<file path="src/rtl/perf_mon_pkg.sv">
// Shared types for the performance event monitor: run-control states and counter indices.
package perf_mon_pkg;

  typedef enum logic [1:0] {
    ST_IDLE,
    ST_RUN,
    ST_DONE
  } mon_state_e;

  // Slot 0 of the counter bank is the elapsed-cycle counter; events follow at 1..NUM_EVT.
  localparam int unsigned CYC_IDX = 0;

endpackage

</file>
<file path="src/rtl/perf_sat_counter.sv">
// Saturating up-counter with a sticky overflow flag; clr has priority over inc.
module perf_sat_counter #(
  parameter int unsigned CNT_W = 32
) (
  input  logic             clk_i,
  input  logic             rst_n_i,
  input  logic             clr,
  input  logic             inc,
  output logic [CNT_W-1:0] cnt,
  output logic             ovf
);

  logic [CNT_W-1:0] cnt_reg;
  logic             ovf_reg;
  logic             at_max;

  assign at_max = &cnt_reg;

  always_ff @(posedge clk_i or negedge rst_n_i) begin
    if (!rst_n_i) begin
      cnt_reg <= '0;
      ovf_reg <= 1'b0;
    end else if (clr) begin
      cnt_reg <= '0;
      ovf_reg <= 1'b0;
    end else if (inc) begin
      // An increment attempted at full scale leaves the value pinned and flags it.
      if (at_max) begin
        ovf_reg <= 1'b1;
      end else begin
        cnt_reg <= cnt_reg + CNT_W'(1);
      end
    end
  end

  assign cnt = cnt_reg;
  assign ovf = ovf_reg;

endmodule

</file>
<file path="src/rtl/perf_event_monitor.sv">
// Run-control FSM, saturating cycle/event counters, shadow snapshot bank and
// zero-latency readout mux for the CPU performance monitor.
module perf_event_monitor
  import perf_mon_pkg::*;
#(
  parameter  int unsigned NUM_EVT = 2,
  parameter  int unsigned CNT_W   = 32,
  parameter  int unsigned LIMIT   = 30,
  localparam int unsigned SEL_W   = $clog2(NUM_EVT + 1)
) (
  input  logic               clk_i,
  input  logic               rst_n_i,
  input  logic               start_i,
  input  logic               clear_i,
  input  logic [NUM_EVT-1:0] evt_i,
  input  logic               snap_i,
  input  logic [SEL_W-1:0]   rd_sel_i,
  output logic [CNT_W-1:0]   rd_data_o,
  output logic               rd_ovf_o,
  output logic               running_o,
  output logic               done_o
);

  localparam int unsigned      NCNT     = NUM_EVT + 1;
  localparam logic [CNT_W-1:0] LIMIT_M1 = CNT_W'(LIMIT - 1);

  mon_state_e       state_reg, state_next;
  logic             count_en;
  logic             hit_limit;
  logic [NCNT-1:0]  inc_vec;

  logic [CNT_W-1:0] live_cnt       [NCNT];
  logic             live_ovf       [NCNT];
  logic [CNT_W-1:0] shadow_cnt_reg [NCNT];
  logic             shadow_ovf_reg [NCNT];

  // The counted cycle that brings the cycle counter to LIMIT is the last one.
  assign hit_limit = (LIMIT != 0) && (live_cnt[CYC_IDX] == LIMIT_M1);

  always_ff @(posedge clk_i or negedge rst_n_i) begin
    if (!rst_n_i) begin
      state_reg <= ST_IDLE;
    end else begin
      state_reg <= state_next;
    end
  end

  always_comb begin
    state_next = state_reg;
    count_en   = 1'b0;
    if (clear_i) begin
      state_next = ST_IDLE;
    end else begin
      case (state_reg)
        ST_IDLE: begin
          if (start_i) begin
            count_en   = 1'b1;
            state_next = hit_limit ? ST_DONE : ST_RUN;
          end
        end
        ST_RUN: begin
          if (start_i) begin
            count_en = 1'b1;
            if (hit_limit) begin
              state_next = ST_DONE;
            end
          end
        end
        ST_DONE: state_next = ST_DONE;
        default: state_next = ST_IDLE;
      endcase
    end
  end

  assign running_o = (state_reg == ST_RUN) && start_i;
  assign done_o    = (state_reg == ST_DONE);

  assign inc_vec[CYC_IDX] = count_en;

  generate
    for (genvar gi = 1; gi < NCNT; gi++) begin : g_evt_inc
      assign inc_vec[gi] = count_en & evt_i[gi-1];
    end

    for (genvar gi = 0; gi < NCNT; gi++) begin : g_cnt
      perf_sat_counter #(
        .CNT_W (CNT_W)
      ) u_cnt (
        .clk_i   (clk_i),
        .rst_n_i (rst_n_i),
        .clr     (clear_i),
        .inc     (inc_vec[gi]),
        .cnt     (live_cnt[gi]),
        .ovf     (live_ovf[gi])
      );

      // A snapshot taken alongside clear_i still sees the pre-clear live values.
      always_ff @(posedge clk_i or negedge rst_n_i) begin
        if (!rst_n_i) begin
          shadow_cnt_reg[gi] <= '0;
          shadow_ovf_reg[gi] <= 1'b0;
        end else if (snap_i) begin
          shadow_cnt_reg[gi] <= live_cnt[gi];
          shadow_ovf_reg[gi] <= live_ovf[gi];
        end else if (clear_i) begin
          shadow_cnt_reg[gi] <= '0;
          shadow_ovf_reg[gi] <= 1'b0;
        end
      end
    end
  endgenerate

  always_comb begin
    rd_data_o = '0;
    rd_ovf_o  = 1'b0;
    for (int k = 0; k < NCNT; k++) begin
      if (rd_sel_i == SEL_W'(k)) begin
        rd_data_o = shadow_cnt_reg[k];
        rd_ovf_o  = shadow_ovf_reg[k];
      end
    end
  end

endmodule

</file>
<file path="config.mk">
export PLATFORM = sky130hd
export DESIGN_NAME = perf_event_monitor
export DESIGN_NICKNAME = d
export VERILOG_FILES = /design/src/rtl/perf_mon_pkg.sv /design/src/rtl/perf_sat_counter.sv /design/src/rtl/perf_event_monitor.sv
export SDC_FILE = /design/constraint.sdc
export NUM_CORES = 1
export LEC_CHECK = 0
export ABC_AREA = 1
export CELL_PAD_IN_SITES_DETAIL_PLACEMENT = 1
export CELL_PAD_IN_SITES_GLOBAL_PLACEMENT = 1
export CORE_ASPECT_RATIO = 0.9
export CORE_UTILIZATION = 40
export CTS_CLUSTER_DIAMETER = 150
export DETAILED_ROUTE_END_ITERATION = 10
export PLACE_DENSITY = 0.76
export SYNTH_ARGS = -nofsm -noshare
export SYNTH_HDL_FRONTEND = slang
export SYNTH_SLANG_ARGS = --single-unit
</file>
<file path="constraint.sdc">
create_clock -name clk_i -period 2 [get_ports clk_i]
set_input_delay 0.2 -clock clk_i [delete_from_list [all_inputs] [get_ports clk_i]]
set_output_delay 0.2 -clock clk_i [all_outputs]
set_load 0.05 [all_outputs]
</file>
After elaboration in Yosys (flattened, before gate mapping)

Index checks and enable logic that the tools add are counted.

Register bits after elaboration: 200
Word-level logic and storage cells: 91
Output and inout bits: 35
Input port bits: 9

Equality and inequality tests: 11
$add $sub $neg: 3
Bitwise operators: 2
Reductions and logical operators: 21
Multiplexer cells: 41

Operators by type and width:

| operator                                              | number |
|---|---|
| two-way mux 32 bit                                    | 16 |
| adder 32 x 1 -> 32 bit (second input constant)        | 3 |
| AND reduction 32 bit                                  | 3 |
| equality test 32 x 5 -> 1 bit (second input constant) | 1 |
| two-way mux 1 bit                                     | 19 |
| nonzero test 2 bit                                    | 7 |
| AND reduction 2 bit                                   | 6 |
| two-way mux 2 bit                                     | 5 |
| != test 3 bit (second input constant)                 | 3 |
| != test 2 bit (second input constant)                 | 3 |
| case mux 2 bit (3 select lines)                       | 1 |
| equality test 2 x 1 -> 1 bit (second input constant)  | 2 |
| equality test 2 bit (second input constant)           | 2 |
| zero test 2 bit                                       | 2 |
| AND reduction 3 bit                                   | 1 |
| bitwise AND 1 bit                                     | 2 |
| OR reduction 2 bit                                    | 1 |
| logical AND 1 bit                                     | 1 |

Longest topological paths before layout

Word-level depth: 7
Gate-level depth with buffers: 12
Gate-level depth less buffers: 12

Modules after synthesis

A second synthesis with hierarchy kept.

Cell total of the unflattened synthesis: 1,528
Area total of the unflattened synthesis: 12,025.3 um2

Modules (own cells, without submodules):

| module             | area an instance (um2) | cells an instance | instances | seq. area each (um2) |
|---|---|---|---|---|
| perf_sat_counter   | 2,368.5                | 314               | 3         | 825.8 |
| perf_event_monitor | 4,919.7                | 586               | 1         | 2,527.4 |

Worst setup path after synthesis

Ideal clock, no wire load.

Kind: reg-to-reg
Start: register g_cnt[0].u_cnt.cnt_reg[0]
End: register g_cnt[0].u_cnt.cnt_reg[12]
Stages on the path, launching flop included: 13
Data arrival time: 1.700 ns
Data required time: 1.880 ns
Period minus slack after synthesis: 1.820 ns
Setup time: 0.120 ns
Path buffers: 2
Slack: 0.180 ns
Cells stage by stage: dfrtp_1 > ha_1 > nand2_2 > nor2_4 > nand2_2 > nor2_4 > nand3_2 > nand2_2 > buf_6 > inv_2 > buf_6 > nand2_1 > o21ai_2

Cells in the longest elaborated chain, start to end: 4
Elaborated cells on any way between the ends: 7
Those cells by class: add/sub (1); eq/ne (1); mux (3); reduce/logical (2)

RTL lines:

| element                | RTL line               | source |
|---|---|---|
| from (decl)            | perf_sat_counter.sv:13 | `logic [CNT_W-1:0] cnt_reg;` |
| from (signal assigned) | perf_sat_counter.sv:31 | `cnt_reg <= cnt_reg + CNT_W'(1);` |
| adder 32 x 1 -> 32 bit | perf_sat_counter.sv:31 |  |
| two-way mux 32 bit     | perf_sat_counter.sv:28 | `if (at_max) begin` |
| two-way mux 32 bit     | perf_sat_counter.sv:26 | `end else if (inc) begin` |
| two-way mux 32 bit     | perf_sat_counter.sv:23 | `end else if (clr) begin` |

Several ways; a longest one is shown, not always the timed one. The select of a mux whose other input is x is not followed.
A chain may end at the register's enable or synchronous reset.

Final worst setup path

Start: input rd_sel_i[1]
End: output rd_data_o[5]

Cells in the longest elaborated chain, start to end: 4
Elaborated cells on any way between the ends: 6
Those cells by class: eq/ne (2); mux (3); reduce/logical (1)

RTL lines:

| element                          | RTL line                  | source |
|---|---|---|
| from (decl)                      | perf_event_monitor.sv:17  | `input logic [SEL_W-1:0] rd_sel_i,` |
| zero test 2 bit                  | perf_event_monitor.sv:117 | `if (rd_sel_i == SEL_W'(k)) begin` |
| two-way mux 32 bit (2 in series) | perf_event_monitor.sv:117 |  |
| two-way mux 32 bit (*)           | perf_event_monitor.sv:117 |  |
| to (decl)                        | perf_event_monitor.sv:18  | `output logic [CNT_W-1:0] rd_data_o,` |

Every way passes the cells marked *; elsewhere a longest branch is shown, timed or not.

==> out/metrics.yaml <==
outcome: "finished clean"
ys_types: 31
p_per_area_nw_per_um2: 679.7
synth.area.top_cells: "dfrtp_1, nand2_1, inv_1"
seq_area_um2: 5005
dr.pass1.iters: 5
nFillCells: 3409
layout.nets: 1624
power_mw: 9.051
ys_seq_elements: 200
r2r-end: "g_cnt[0].u_cnt.cnt[14]$_DFFE_PN0P_"
crit_start: "rd_sel_i[1]"
fmax_mhz: 518.0
internal_power_mw: 6.295
synth_warnings: 0
finalHoldViolCount: 0
tightest_slew_ns: 0.5405
synth.largest_area_cell: "dfrtp_1"
synthDominantCellAreaShare_pct: 44.94
dp_slack_ns: -0.05073
dp_hpwl_um: 28100
drt-wirelength-per-cell_um: 19.13
p_seq_share_pct: 46.7
p_switching_mw: 2.756
synth.avg_cell_area_um2: 7.218
cts_tree: "done"
required_ns: 1.80
synthTopCellsByCount: "nand2_1, dfrtp_1, inv_1, nor2_1, nand3_1"
overflow: 0
wl_um: 37780
p_comb_share_pct: 15.7
detail-route-antenna-nets: 0
cts_num_sinks: 200
ys_seq_area_share_pct: 44.94
worst_slack_ns: 0.06932
endpoint_kind: "output port"
cts_made_buffers: 17
grt_max_degree: 94
worstReg2RegStart: "state_reg[0]$_DFFE_PN0P_"
die_h_um: 160.3
grt_usage_pct: 27.71
via_per_inst: 5.354
slew_viol_final: 0
synth_edf_count: 0
cts_max_level: 4
clk_latency_ns: 0.45
switching_share_pct: 30.45
arrival_ns: 1.73
ctsRootBufferMaster: "clkbuf_16"
num_rows: 57
start_util_pct: 40.99
finalCritPeriodShare_pct: 96.53
die_x_um: 177.9
cp-start-kind: "primary input"
cts_buffer_depth: 2
async_reset_ff_share_pct: 100.0
drc: 0
rrSetupSlack_ns: 0.12
finalClockSkew_ns: 0.01095
cts.clk_slew.worst_paths_ns: 0.08
reg2reg_depth: 8
layout-drive-gt1-share_pct: 10.68
cp-endpoint: "rd_data_o[5]"
relSlewSlack_pct: 63.58
multi_input_area_um2: 5162
synth_nets: 1560
clockPowerShare_pct: 37.6
core_region_area_um2: 27170
post-route-util_pct: 49.00
dpl_cell_area_um2: 12610
grt_antenna_before_repair: 1
setup_viol: 0
netlist_area_um2: 11140
area_growth_pct: 19.56
crit_type: "primary input to output port"
hp-class: "primary input to asynchronous set/reset pin"
port_buffers: 43
synthCells: 1543
critPathMaxFanout: 33
place_congestion: 0.9119
final_area_um2: 13320
io_pins: 44
dr.first_iter.drc_count: 683
synth_flop_cell: "dfrtp_1"
fin_tns_setup_ns: 0
drv_cap: 0
synth_most_common_cell: "nand2_1"
fin_crit_ns: 1.931
grt_pass1_wl_um: 60730
num_vias: 10580
ir_worst_vdd_v: 0.0006154
leakage_nw: 5.436
die_area_um2: 28510
grt_pass1_vias: 10770
-- what timing repair did --
item,CTS,global route
hold buffers,1,0
resized for setup,5,23
endpoints found under the hold margin,46,0
setup buffers,0,10
gates cloned,1,0
endpoints found under the setup margin,8,88
pin swaps,0,8
-- power by group through the flow --
stage	logic [mW]	registers [mW]	clock network, mW
CTS	1.33	4.24	3.47
detailed placement	1.29	4.32	0
global placement	1.25	4.30	0
finish	1.42	4.23	3.40
global route	1.56	4.24	3.61
floorplan	0.746	4.30	0
-- worst min path at each step --
stage	from	endpoint	slack, ns	depth (start not counted)
after floorplan	rst_n_i	g_cnt[0].u_cnt.cnt[0]$_DFFE_PN0P_	-0.1	0
after global placement	rst_n_i	g_cnt[2].u_cnt.cnt[17]$_DFFE_PN0P_	0.20	1
after detailed placement	rst_n_i	g_cnt[2].u_cnt.cnt[19]$_DFFE_PN0P_	0.20	1
after CTS	rst_n_i	g_cnt[2].u_cnt.cnt[3]$_DFFE_PN0P_	0.29	2
after global routing	rst_n_i	g_cnt[2].u_cnt.cnt[3]$_DFFE_PN0P_	0.30	2
final	rst_n_i	g_cnt[2].u_cnt.cnt[3]$_DFFE_PN0P_	0.27	2
-- cell families (layout without fill, tap and decap cells) --
| family | count (synthesis) | after routing | synth area share [%] |
|---|---|---|---|
| AO/OA/AOI/OAI | 242 | 242 | 12.99 |
| other | 0 | 1 | 0 |
| buffers and inverters | 253 | 330 | 9.156 |
| AND/OR/NAND/NOR | 814 | 814 | 29.97 |
| XOR/XNOR | 26 | 26 | 2.045 |
| flip-flops | 200 | 200 | 44.94 |
| adder cells (fa/ha/maj) | 8 | 8 | 0.8988 |
-- critical path, cell delays in order --
cell and delay (ns):
clkdlybuf4s50_1 0.50, inv_1 0.06, nor2_1 0.08, inv_1 0.07, buf_12 0.17, o221ai_1 0.30
buf_4 0.20, buf_12 0.13
-- area by class of cell --
class / instances / share of cell area [%]
flip-flops and latches: 200 / 37.59
repair buffers: 106 / 10.65
multi-input cells: 1090 / 38.77
diodes: 1 / 0.01879
inverters: 191 / 5.459
clock inverters: 13 / 0.8081
repair inverters: 1 / 0.05638
clock buffers: 19 / 3.326
well taps: 354 / 3.326
-- per-stage QoR --
step	hold WS [ns]	cells
4_1_cts	0.2949	1964
6_report	0.2656	1975
5_1_grt	0.3006	1974
3_3_place_gp	0.1998	1930
2_1_floorplan	-0.09559	1543
3_5_place_dp	0.2004	1930
-- metal layers --
layer / share of wire, % / global-route usage [%] / vias up
met5: 0 / 0 / -
met4: 2.5 / 8.702 / 0
met3: 3.7 / 4.474 / 45
met2: 47 / 44.20 / 177
met1: 46 / 38.38 / 5242
li1: - / - / 5111
-- cells in the final DEF (no fill, tap or decap), types with 8 or more instances in the layout --
| master | instances |
|---|---|
| inv_1 | 184 |
| o21ai_0 | 111 |
| nand3_1 | 138 |
| o221ai_1 | 33 |
| buf_12 | 47 |
| xor2_1 | 26 |
| o22ai_1 | 57 |
| buf_4 | 48 |
| o21ai_2 | 8 |
| clkbuf_16 | 17 |
| dfrtp_1 | 200 |
| nand4_1 | 9 |
| nand2_1 | 454 |
| nand2_2 | 9 |
| o21ai_1 | 26 |
| nor2_1 | 180 |
| nor2_4 | 8 |
Note: power is estimated with default switching activity, not from simulation.
